`src/rtl/register_write_arbiter_pkg.sv`:
```
// Shared definitions for the register write arbiter: state encodings and
// default sizing for the requester count and register width.
package register_write_arbiter_pkg;

  localparam int NUM_REQ_DEF = 4;
  localparam int DATA_W_DEF  = 8;

  localparam logic [1:0] IDLE  = 2'd0;
  localparam logic [1:0] WRITE = 2'd1;
  localparam logic [1:0] CLEAR = 2'd2;

  typedef enum logic [1:0] {
    S_IDLE  = IDLE,
    S_WRITE = WRITE,
    S_CLEAR = CLEAR
  } arb_state_e;

endpackage

```
`src/rtl/register_write_arbiter_picker.sv`:
```
// Combinational round-robin picker: first set request at or after the pointer,
// wrapping modulo NUM_REQ. Shared with the bus arbiter.
module round_robin_picker
  import register_write_arbiter_pkg::*;
#(
  parameter int NUM_REQ = NUM_REQ_DEF,
  parameter int PTR_W   = $clog2(NUM_REQ)
) (
  input  logic [NUM_REQ-1:0] i_req,
  input  logic [PTR_W-1:0]   i_ptr,
  output logic [NUM_REQ-1:0] o_pick,
  output logic [PTR_W-1:0]   o_idx,
  output logic               o_any
);

  logic [PTR_W-1:0] w_cand;
  logic             w_found;

  always_comb begin
    o_pick  = '0;
    o_idx   = '0;
    w_cand  = '0;
    w_found = 1'b0;
    for (int k = 0; k < NUM_REQ; k++) begin
      w_cand = PTR_W'((int'(i_ptr) + k) % NUM_REQ);
      if (!w_found && i_req[w_cand]) begin
        w_found        = 1'b1;
        o_idx          = w_cand;
        o_pick[w_cand] = 1'b1;
      end
    end
    o_any = w_found;
  end

endmodule

```
`src/rtl/register_write_arbiter.sv`:
```
// Round-robin write arbiter in front of a shared register: grants one
// requester at a time, supports locked bursts and a one-cycle clear path.
module register_write_arbiter
  import register_write_arbiter_pkg::*;
#(
  parameter int NUM_REQ = NUM_REQ_DEF,
  parameter int DATA_W  = DATA_W_DEF
) (
  input  logic                      clock,
  input  logic                      clear_n,
  input  logic [NUM_REQ-1:0]        req,
  input  logic [NUM_REQ-1:0]        lock,
  input  logic [NUM_REQ*DATA_W-1:0] wdata,
  input  logic                      clr_req,
  output logic [NUM_REQ-1:0]        grant,
  output logic [NUM_REQ-1:0]        ack,
  output logic                      clr_ack,
  output logic [DATA_W-1:0]         reg_d,
  output logic                      reg_clock_enable,
  output logic                      reg_clear,
  output logic                      busy
);

  localparam int               PTR_W = $clog2(NUM_REQ);
  localparam logic [PTR_W-1:0] LAST  = PTR_W'(NUM_REQ - 1);

  arb_state_e         r_state;
  logic [NUM_REQ-1:0] r_grant;
  logic [PTR_W-1:0]   r_owner;
  logic [PTR_W-1:0]   r_ptr;

  arb_state_e         w_state_nxt;
  logic [NUM_REQ-1:0] w_grant_nxt;
  logic [PTR_W-1:0]   w_owner_nxt;
  logic [PTR_W-1:0]   w_ptr_nxt;
  logic [PTR_W-1:0]   w_ptr_inc;
  logic [NUM_REQ-1:0] w_pick;
  logic [PTR_W-1:0]   w_idx;
  logic               w_any;

  round_robin_picker #(
    .NUM_REQ (NUM_REQ),
    .PTR_W   (PTR_W)
  ) u_picker (
    .i_req  (req),
    .i_ptr  (r_ptr),
    .o_pick (w_pick),
    .o_idx  (w_idx),
    .o_any  (w_any)
  );

  assign w_ptr_inc = (r_owner == LAST) ? '0 : r_owner + 1'b1;
  assign grant     = r_grant;
  assign busy      = (r_state != S_IDLE);

  always_ff @(posedge clock or negedge clear_n) begin
    if (!clear_n) begin
      r_state <= S_IDLE;
      r_grant <= '0;
      r_owner <= '0;
      r_ptr   <= '0;
    end else begin
      r_state <= w_state_nxt;
      r_grant <= w_grant_nxt;
      r_owner <= w_owner_nxt;
      r_ptr   <= w_ptr_nxt;
    end
  end

  // Register-side outputs are combinational so a reset or a dropped req
  // suppresses the write within the same cycle.
  always_comb begin
    w_state_nxt      = r_state;
    w_grant_nxt      = r_grant;
    w_owner_nxt      = r_owner;
    w_ptr_nxt        = r_ptr;
    ack              = '0;
    clr_ack          = 1'b0;
    reg_d            = '0;
    reg_clock_enable = 1'b0;
    reg_clear        = 1'b0;
    unique case (r_state)
      S_IDLE: begin
        if (clr_req) begin
          w_state_nxt = S_CLEAR;
        end else if (w_any) begin
          w_state_nxt = S_WRITE;
          w_grant_nxt = w_pick;
          w_owner_nxt = w_idx;
        end
      end
      S_WRITE: begin
        reg_d            = wdata[r_owner*DATA_W +: DATA_W];
        reg_clock_enable = req[r_owner];
        ack[r_owner]     = req[r_owner];
        if (!(req[r_owner] && lock[r_owner])) begin
          w_state_nxt = S_IDLE;
          w_grant_nxt = '0;
          w_ptr_nxt   = w_ptr_inc;
        end
      end
      S_CLEAR: begin
        reg_clear   = 1'b1;
        clr_ack     = 1'b1;
        w_state_nxt = S_IDLE;
      end
      default: begin
        w_state_nxt = S_IDLE;
        w_grant_nxt = '0;
      end
    endcase
  end

endmodule

```
`config.mk`:
```
export PLATFORM = sky130hd
export DESIGN_NAME = register_write_arbiter
export DESIGN_NICKNAME = d
export VERILOG_FILES = /design/src/rtl/register_write_arbiter_pkg.sv /design/src/rtl/register_write_arbiter_picker.sv /design/src/rtl/register_write_arbiter.sv
export SDC_FILE = /design/constraint.sdc
export NUM_CORES = 1
export LEC_CHECK = 0
export ABC_AREA = 1
export CORE_UTILIZATION = 45
export DETAILED_ROUTE_END_ITERATION = 10
export PLACE_DENSITY = 0.86
export SYNTH_ARGS = -nofsm -noshare
export SYNTH_HDL_FRONTEND = slang
export SYNTH_SLANG_ARGS = --single-unit
```
`constraint.sdc`:
```
create_clock -name clock -period 5.64 [get_ports clock]
set_clock_uncertainty 0.1 [all_clocks]
set_input_delay 1.128 -clock clock [delete_from_list [all_inputs] [get_ports clock]]
set_output_delay 1.128 -clock clock [all_outputs]
set_load 0.005 [all_outputs]
```
### Word-level counts from Yosys, hierarchy flattened

Index checks and enable logic that the tools add are counted.

* add/subtract/negate cells: 4
* $lt $le $gt $ge: 10
* equal/unequal tests: 7
* shifts and indexed selects: 1
* mux-type cells: 47
* bitwise logic cells: 7
* reductions and logical operators: 18

Operators by type and width (count)
* 2-to-1 mux 4 bit: 8
* indexed part select 32 x 6 -> 8 bit: 1
* 2-to-1 mux 1 bit: 17
* 2-to-1 mux 2 bit: 8
* < comparator 2 x 3 -> 1 bit (second input constant): 5
* binary-select mux 1 bit (select 2 bit): 6
* bitwise OR 4 bit: 3
* case mux 4 bit (3 select lines): 1
* demux 1 bit (select 2 bit): 5
* >= comparator 2 x 1 -> 1 bit (second input constant): 5
* logical AND 1 bit: 9
* 2-to-1 mux 8 bit: 1
* adder 2 x 1 -> 2 bit (second input constant): 2
* adder 2 bit (second input constant): 2
* AND 4 bit: 1
* equality test 2 bit (second input constant): 2
* != test 2 bit (second input constant): 2
* case mux 2 bit (2 select lines): 1
* AND reduction 2 bit: 2
* AND reduction 4 bit: 1
* zero test 1 bit: 3
* != test 3 x 2 -> 1 bit (second input constant): 1
* NOT 1 bit: 3
* AND reduction 3 bit: 1
* other kinds (4): 4

* register bits: 10
* input bits: 43
* output and inout bits: 20
* word-level logic and storage cells: 98

### Depth between registers and ports, before layout

Gate-level depths: netlist (run 1).

* word-level depth: 15
* gate-level depth with buffers: 12
* mapped depth without buffers: 11

### Hierarchy

Synthesis (run 1) repeated with hierarchy kept, for this count alone.

* cell total of the unflattened synthesis: 232
* area total of the unflattened synthesis: 1435.1 um^2

By module, submodules not included
* register_write_arbiter: times used 1, cells each 158, area each 994.7 um^2, sequential area each 250.2 um^2
* round_robin_picker: times used 1, cells each 74, area each 440.4 um^2, sequential area each 0.0 um^2

### Worst setup path before layout (run 1)

OpenSTA, ideal clock, no wires.

* path type: input-to-output
* start: input port req[1]
* end: output port ack[0]
* data arrival time: 1493 ps
* path slack: 2919 ps
* stages on the path: 4
* path buffers: 0
* cells stage by stage: nand2_1 -> nand3_1 -> nand3_2 -> nor2_1

* word-level cells in the longest chain between the ends: 4

RTL lines
* from (decl): RTL line register_write_arbiter.sv:11 `input logic [NUM_REQ-1:0] req,`
* binary-select mux 1 bit (select 2 bit): RTL line register_write_arbiter.sv:95 `ack[r_owner] = req[r_owner];`
* 2-to-1 mux 1 bit (not written as such): RTL line register_write_arbiter.sv:95
* AND 4 bit (no source line)
* 2-to-1 mux 4 bit: RTL line register_write_arbiter.sv:82 `unique case (r_state)`
* to (decl): RTL line register_write_arbiter.sv:16 `output logic [NUM_REQ-1:0] ack,`

Every way passes these cells. The select of a mux whose other input is x is not followed.

### Worst setup path after layout (run 1)

* start: input port req[3]
* end: output port reg_clock_enable

* word-level cells in the longest chain between the ends: 3

RTL lines
* binary-select mux 1 bit (select 2 bit): RTL line register_write_arbiter.sv:94 `reg_clock_enable = req[r_owner];`
* 2-to-1 mux 1 bit (not written as such): RTL line register_write_arbiter.sv:94
* 2-to-1 mux 1 bit: RTL line register_write_arbiter.sv:82
* to (decl): RTL line register_write_arbiter.sv:19 `output logic reg_clock_enable,`

Every way passes these cells. The select of a mux whose other input is x is not followed.

==> results of run 1 <==
power by group through the flow:
stage	Sequential (mW)	Combinational, mW	Clock, mW
global route	0.183	0.756	0.0514
CTS	0.175	0.665	0.0475
finish	0.175	0.668	0.0466
detailed placement	0.176	0.660	0
global placement	0.176	0.653	0
floorplan	0.132	0.512	0
kinds of logic (layout without fill, tap and decap cells):
group	Yosys count	in the layout	share of synthesized area (%)
fa+ha+maj	11	11	9.94
buf+inv	33	89	11.4
flops	10	10	18.1
simple gates	130	130	45.3
compound gates	40	40	15.4
layout make-up:
type / instances / area, µm² / share of cell area, %
multi-input cells: 181 / 977 / 48.7
clock buffers: 3 / 22.5 / 1.12
well taps: 31 / 38.8 / 1.93
repair buffers: 62 / 621 / 30.9
inverters: 24 / 97.6 / 4.86
flip-flops and latches: 10 / 250 / 12.5
cell usage after synthesis (2+ instances only):
library cell / n / area share, %
nand2_1: 45 / 12
nor2_1: 41 / 11
nand3_1: 22 / 7.9
o21ai_0: 19 / 6.9
inv_1: 18 / 4.9
a21oi_1: 15 / 5.4
ha_1: 11 / 9.9
dfrtp_1: 10 / 18
nand4_1: 6 / 2.7
a21boi_0: 5 / 2.7
nand2_2: 5 / 2.3
nand2_4: 5 / 4.1
inv_2: 4 / 1.1
buf_2: 3 / 1.1
buf_4: 2 / 1.1
buf_6: 2 / 1.6
clkbuf_1: 2 / 0.54
nand3_4: 2 / 2.5
metrics by stage:
stage,hold WS [ns],utilization [%]
2_1_floorplan,0.372,-
3_3_place_gp,0.363,70.1
3_5_place_dp,0.365,70.1
4_1_cts,0.381,70.9
5_1_grt,0.395,70.9
6_report,0.377,70.9
per-layer routing:
layer	share of wire, %	wire length [µm]	track usage, %	vias up
met1	46	1690	30.4	697
met5	0	0	0	-
met2	47	1730	41.0	72
met3	6.2	229	4.54	4
met4	0.68	25	4.53	0
li1	-	-	-	839
state kept, by name, summed over array words and instances, names as in the netlist:
| signal | count |
|---|---|
| r_ptr | 2 |
| grant | 4 |
| r_state | 2 |
| r_owner | 2 |
worst max path at each step:
| stage | to | start | cells past startpoint |
|---|---|---|---|
| floorplan | ack[0] | req[1] | 4 |
| global placement | reg_clock_enable | req[3] | 6 |
| detailed placement | reg_clock_enable | req[3] | 6 |
| CTS | reg_clock_enable | req[3] | 6 |
| global route | reg_clock_enable | req[3] | 6 |
| finish | reg_clock_enable | req[3] | 6 |
tightest hold or removal path: stages, from the launching register on:
cell     delay, ns
dfrtp_1       0.34
nand2_1       0.05
nand2_1       0.05
==> impl_results.md, run 1 <==
* Outcome: finished with violations
* Failing checks: DRC
* Crit-path slowest cell: clkdlybuf4s50_1
* Startpoint Class: primary input
* Share of cells above drive strength 1 at 8.21%
* Yosys reg bits at 10
* R2R depth at 11
* TritonCTS clock tree: yes
* Initial Util at 49.0%
* DRC viols at 2
* H-tree depth at 1
* Async SR Flop Fraction at 100%
* VDD IR-drop max at 0.224 mV
* Largest net degree at the start of global routing at 25
* Cts repair resizes at 0
* Bufs and invs on worst path at 3
* Buffers added on ports at 62
* Skew-Pair Late Insertion Delay at 0.26 ns
* Fill cells at 254
* P_int at 0.406 mW
* GRT Resource Usage Total at 23.6%
* Placed cell area at 1980 µm²
* Post-detail-place hpwl at 2870 µm
* Max-slew violation count at 0
* Worst-path clk slew at 0.06 ns
* Most frequent cells in the layout: clkdlybuf4s50_1, nand2_1, nor2_1
* Syn_nets at 278
* DRT antenna net count at 0
* Syn avg cell area at 6.18 µm²
* Die Y at 57.5 µm
* Critical Path End Type: primary output
* Arr. time, crit path at 2.70 ns
* Fmax at 0.255 GHz
* DP Worst Slack at 1.72 ns
* Clock Path Buffers at 2
* Critical path fanouts, max at 5
* Total Neg Setup Slack at 0 ns
* WL/cell at 11.8 µm
* Grt ovf at 0
* WL final at 3680 µm
* RSZ-0062 raised after global routing: false
* Area Growth Syn to Fin at 44.9%
* Sw Pwr at 0.484 mW
* Total Power at 0.889 mW
* PD cells at 443 nW/µm²
* Crit Reg-Reg Startpoint: r_ptr[0]
* Hold path depth at 2
* Max cap viols at 0
* Worst r2r dst: grant[2]
* Final hold violations at 0
* Fin cells at 311
* Min-Delay Endpoint: grant[1]
* Sink Count at 10
* Hold Crit Start: grant[1]
* Final weighted congestion in routability-driven placement at 0.914
* Register area share after synthesis at 18.1%
* Top FF cell, synth: dfrtp_1
* Syn Inst Count at 224
* Most frequent CP cell: clkdlybuf4s50_1
* Die Footprint at 3300 µm²
* Reg power frac at 19.6%
* Post-route setup slack at 1.71 ns
* Synthesized area at 1390 µm²
* Pre-Repair DR Iteration Count at 7
* Setup bufs post-CTS at 0
* Final setup violation count at 0
* Hold Crit Class: register to register
* Lkg Pwr at 0.942 nW
* Final Cell Area at 2010 µm²
* Total CTS buffers at 3
* Max stage delay on crit path at 0.56 ns
* Leading cell type in the layout, fill and taps excluded: clkdlybuf4s50_1
* Gate power share at 75.1%
* Initial antenna violation count at 0
* Sw Ratio at 54.4%
* Starting DRT DRC Count at 67
* Flop2flop setup slack at 3.26 ns
* First-pass GRT wire length at 6230 µm
* CP required at 4.41 ns
* DR vias at 1612
* Antenna diode count at 0
* Nets at 336
* Hold_buf cts at 0
* Period minus WS final at 3.93 ns
* Die Wd at 57.5 µm
* Worst-Margin Slew at 0.797 ns
* I/O pin count at 63
* Unique masters post-synth at 25
* EDFF count, synth at 0
* Avg Vias per Cell at 5.18
* Core Footprint at 2830 µm²
* Yosys warns at 0
* Clock root cell: clkbuf_4
* WS Path Type: primary input to primary output
* CP delay by family, top: buffers and inverters
* Worst-path cell chain: clkdlybuf4s50_1 > nand2_1 > nand3_1 > nand3_2 > inv_1 > clkdlybuf4s50_1
* Placed cells at 308
* Clock power share at 5.2%
* # rows at 19
* Crit share post-route at 69.6%
* Slew margin rel. at 46.8%
* Vias in the first global route at 1498
(Power assumes the default switching activity.)
==> inputs of run 2 (changes only) <==
- CORE_UTILIZATION: 45 -> 38
- PLACE_DENSITY: 0.86 -> 0.77
- clock period: 5.64 -> 3.5 ns (I/O delays scaled with it)
==> run 2 against run 1 <==
The run now ends clean; sequential cell count stayed put; core utilization is 11 points lower; wire length is 6.1% higher; largest power group unchanged.
==> impl_results.md, run 2 (same netlist as run 1, synthesis figures left out) <==
* Outcome: finished, final reports clean
* Core Footprint at 3420 µm²
* Cts repair resizes at 0
* Grt ovf at 0
* Placed cells at 325
* Total CTS buffers at 3
* WL/cell at 11.9 µm
* Total Neg Setup Slack at 0 ns
* Final hold violations at 0
* Post-detail-place hpwl at 3030 µm
* Avg Vias per Cell at 4.99
* Nets at 338
* DP Worst Slack at 0.454 ns
* H-tree depth at 1
* Fmax at 0.329 GHz
* Total Power at 1.49 mW
* Hold Crit Class: register to register
* DR vias at 1641
* Worst-path clk slew at 0.07 ns
* Initial Util at 40.5%
* Max-slew violation count at 0
* Post-route setup slack at 0.460 ns
* Final weighted congestion in routability-driven placement at 0.877
* Critical Path End Type: primary output
* Buffers added on ports at 62
* VDD IR-drop max at 0.338 mV
* Largest net degree at the start of global routing at 24
* Most frequent cells in the layout: clkdlybuf4s50_1, nand2_1, nor2_1
* Hold_buf cts at 0
* PD cells at 724 nW/µm²
* Period minus WS final at 3.04 ns
* Setup bufs post-CTS at 0
* WHS at 0.379 ns
* RSZ-0062 raised after global routing: false
* Startpoint Class: primary input
* Die Footprint at 3890 µm²
* # rows at 21
* Fin cells at 329
* Slew margin rel. at 61.8%
* Critical path fanouts, max at 5
* Max stage delay on crit path at 0.56 ns
* Most frequent CP cell: clkdlybuf4s50_1
* Worst-path cell chain: clkdlybuf4s50_1 > nand2_1 > nand3_1 > nand3_2 > nor2_1 > clkdlybuf4s50_1
* DRT antenna net count at 0
* GRT Resource Usage Total at 21.9%
* TritonCTS clock tree: yes
* Lkg Pwr at 0.959 nW
* Antenna diode count at 0
* Crit-path slowest cell: clkdlybuf4s50_1
* Post-layout util at 60.1%
* Pre-Repair DR Iteration Count at 4
* Max cap viols at 0
* Crit share post-route at 86.9%
* Arr. time, crit path at 2.24 ns
* WL final at 3900 µm
* I/O pin count at 63
* Starting DRT DRC Count at 95
* DRC viols at 0
* Placed cell area at 2020 µm²
* WS Path Type: primary input to primary output
* Final Cell Area at 2050 µm²
* Die Wd at 62.4 µm
* Fill cells at 350
* Initial antenna violation count at 0
* First-pass GRT wire length at 6980 µm
* Die Y at 62.4 µm
* Share of cells above drive strength 1 at 9.19%
* Largest register FFs at 4
* CP required at 2.70 ns
* Final setup violation count at 0
* Skew-Pair Late Insertion Delay at 0.27 ns
* Sink Count at 10
* Leading cell type in the layout, fill and taps excluded: clkdlybuf4s50_1
* Clock root cell: clkbuf_4
* Area Growth Syn to Fin at 48.3%
* Worst-Margin Slew at 0.573 ns
* Vias in the first global route at 1635
* Clock Path Buffers at 2
-- run 2: per-layer routing --
layer | vias to the layer above | global-route usage, % | wire length [µm]
li1 | 846 | - | -
met1 | 738 | 24.5 | 1660
met2 | 51 | 40.5 | 1950
met3 | 6 | 5.47 | 238
met4 | 0 | 6.40 | 52
met5 | - | 0 | 0
-- run 2: final cells by class --
cell class / instances / area [µm²] / share of cell area (%)
multi-input combinational: 181 / 977 / 47.6
timing repair buffer: 64 / 636 / 30.9
sequential: 10 / 250 / 12.2
inverter: 24 / 97.6 / 4.75
tap: 46 / 57.6 / 2.80
clock buffer: 4 / 36.3 / 1.77
-- run 2: final timing paths --
check	depth (start not counted)	from	to	slack, ns
min in group asynchronous	1	clear_n	r_state[0]	0.64
min reg2reg	2	grant[3]	grant[3]	0.38
max in group asynchronous	1	clear_n	r_owner[0]	2.35
min	2	grant[3]	grant[3]	0.38
max reg2reg	11	r_ptr[0]	r_owner[1]	1.13
max	6	req[3]	ack[2]	0.46
-- run 2: critical path, delay by kind of cell --
kind	cells	cell delay [ns]
buffers and inverters	2	1.07
AND/OR/NAND/NOR	4	0.47
-- run 2: power breakdown --
| group | switching (mW) | internal, mW |
|---|---|---|
| combinational | 0.674 | 0.462 |
| clock | 0.0422 | 0.0633 |
| sequential | 0.0811 | 0.163 |
==> inputs of run 3 (changes only) <==
- CORE_UTILIZATION: 38 -> 42
- PLACE_DENSITY: 0.77 -> 0.81
- TNS_END_PERCENT: unset -> 20
- clock period: 3.5 -> 2.9 ns (I/O delays scaled with it)
==> run 3 against run 2 <==
Critical path depth did not move; sequential share of layout area barely moved; clock power is 10% lower; first-iteration DRC count shrank 26%; via count is 0.18% lower; largest power group unchanged.
==> impl_results.md, run 3 (same netlist as run 1, synthesis figures left out) <==
* Outcome: finished, final reports clean
* Grt ovf at 0
* Vias in the first global route at 1491
* TritonCTS clock tree: yes
* Final weighted congestion in routability-driven placement at 0.828
* Period minus WS final at 2.75 ns
* Area Growth Syn to Fin at 49.1%
* DP Worst Slack at 0.160 ns
* # rows at 20
* Pre-Repair DR Iteration Count at 4
* Final setup violation count at 0
* Most frequent cells in the layout: clkdlybuf4s50_1, nand2_1, nor2_1
* Total CTS buffers at 3
* CP required at 2.22 ns
* Arr. time, crit path at 2.07 ns
* Initial antenna violation count at 0
* Critical path fanouts, max at 5
* DRT antenna net count at 0
* Bufs and invs on worst path at 2
* Placed cells at 326
* Hold Crit Class: register to register
* Hold Crit Start: grant[2]
* Critical Path End Type: primary output
* Area of the multi-input gates at 977 µm²
* Die Footprint at 3530 µm²
* Nets at 341
* Total Neg Setup Slack at 0 ns
* DR vias at 1638
* Die Wd at 59.4 µm
* Setup bufs post-CTS at 0
* Startpoint Class: primary input
* Buffers added on ports at 62
* Max-slew violation count at 0
* I/O pin count at 63
* Largest register FFs at 4
* Avg Vias per Cell at 4.98
* Clock Path Buffers at 2
* VDD IR-drop max at 0.359 mV
* RSZ-0062 raised after global routing: false
* Die Y at 59.4 µm
* Worst-path cell chain: clkdlybuf4s50_1 > nand2_1 > nand3_1 > nand3_2 > nor2_1 > clkdlybuf4s50_1
* DRC viols at 0
* Antenna diode count at 0
* Lkg Pwr at 0.965 nW
* Share of cells above drive strength 1 at 10.2%
* Worst-path clk slew at 0.06 ns
* WHS at 0.375 ns
* PD cells at 859 nW/µm²
* Post-detail-place hpwl at 3130 µm
* FF/Latch Area at 251 µm²
* CP delay by family, top: buffers and inverters
* Initial Util at 44.6%
* WL/cell at 12.1 µm
* GRT Resource Usage Total at 24.0%
* Sink Count at 10
* Slew margin rel. at 69.5%
* Clock root cell: clkbuf_4
* Leading cell type in the layout, fill and taps excluded: clkdlybuf4s50_1
* Starting DRT DRC Count at 70
* Crit-path slowest cell: clkdlybuf4s50_1
* H-tree depth at 1
* WS Path Type: primary input to primary output
* Max stage delay on crit path at 0.52 ns
* Crit Reg-Reg Startpoint: r_ptr[1]
* Fin cells at 329
* WL final at 3970 µm
* First-pass GRT wire length at 6470 µm
* Fill cells at 306
* Max cap viols at 0
* Worst-Margin Slew at 0.457 ns
* Hold_buf cts at 0
* Largest net degree at the start of global routing at 24
* CP Launch Point: req[0]
* Final hold violations at 0
* Skew-Pair Late Insertion Delay at 0.26 ns
* Core Footprint at 3100 µm²
* Post-route setup slack at 0.146 ns
* Cts repair resizes at 0
* Fmax at 0.363 GHz
* Most frequent CP cell: clkdlybuf4s50_1
* Crit share post-route at 95.0%
run 3: cell type report:
type,instances,share of cell area (%)
clock buffer,3,1.09
timing repair buffer,67,31.9
multi-input combinational,181,47.3
sequential,10,12.2
inverter,24,4.85
tap,44,2.67
run 3: path summary, 6_finish.rpt:
| kind | endpoint | slack, ns | cells past startpoint |
|---|---|---|---|
| setup reg to reg | grant[0] | 0.67 | 11 |
| min in group asynchronous | grant[3] | 0.53 | 1 |
| setup / recovery | ack[0] | 0.15 | 6 |
| hold / removal | grant[2] | 0.38 | 2 |
| hold reg to reg | grant[2] | 0.38 | 2 |
| max in group asynchronous | r_owner[0] | 1.83 | 1 |
run 3: power by group:
group / total, mW / leakage (nW) / internal, mW / switching [mW]
logic: 1.40 / 0.823 / 0.568 / 0.834
registers: 0.275 / 0.129 / 0.199 / 0.0759
clock network: 0.0951 / 0.0138 / 0.0480 / 0.0471
total: 1.77 / 0.965 / 0.816 / 0.957
run 3: worst register-to-register path: stages (launching register included):
cell     delay, ns
dfrtp_1       0.53
inv_2         0.18
ha_1          0.38
inv_1         0.11
nand2_1       0.09
nand2_2       0.06
nor2_4        0.23
nand3_1       0.13
nand2_2       0.12
inv_2         0.07
nand2_1       0.07
nand2_1       0.05
run 3: metrics by stage:
step	utilization [%]	total power, mW	instance area [µm²]
after floorplan	-	1.25	1390
after global placement	65.7	1.65	2040
after detailed placement	65.7	1.67	2040
after CTS	66.4	1.77	2060
after global routing	66.5	1.97	2060
final	66.5	1.77	2060
run 3: per-layer routing:
metal | global-route usage, % | share of wire, % | up-vias | routed length (µm)
met5 | 0 | 0 | - | 0
met4 | 5.44 | 0.18 | 0 | 7
met3 | 6.99 | 6.6 | 2 | 263
met2 | 40.0 | 48 | 61 | 1920
met1 | 30.5 | 45 | 727 | 1780
li1 | - | - | 848 | -
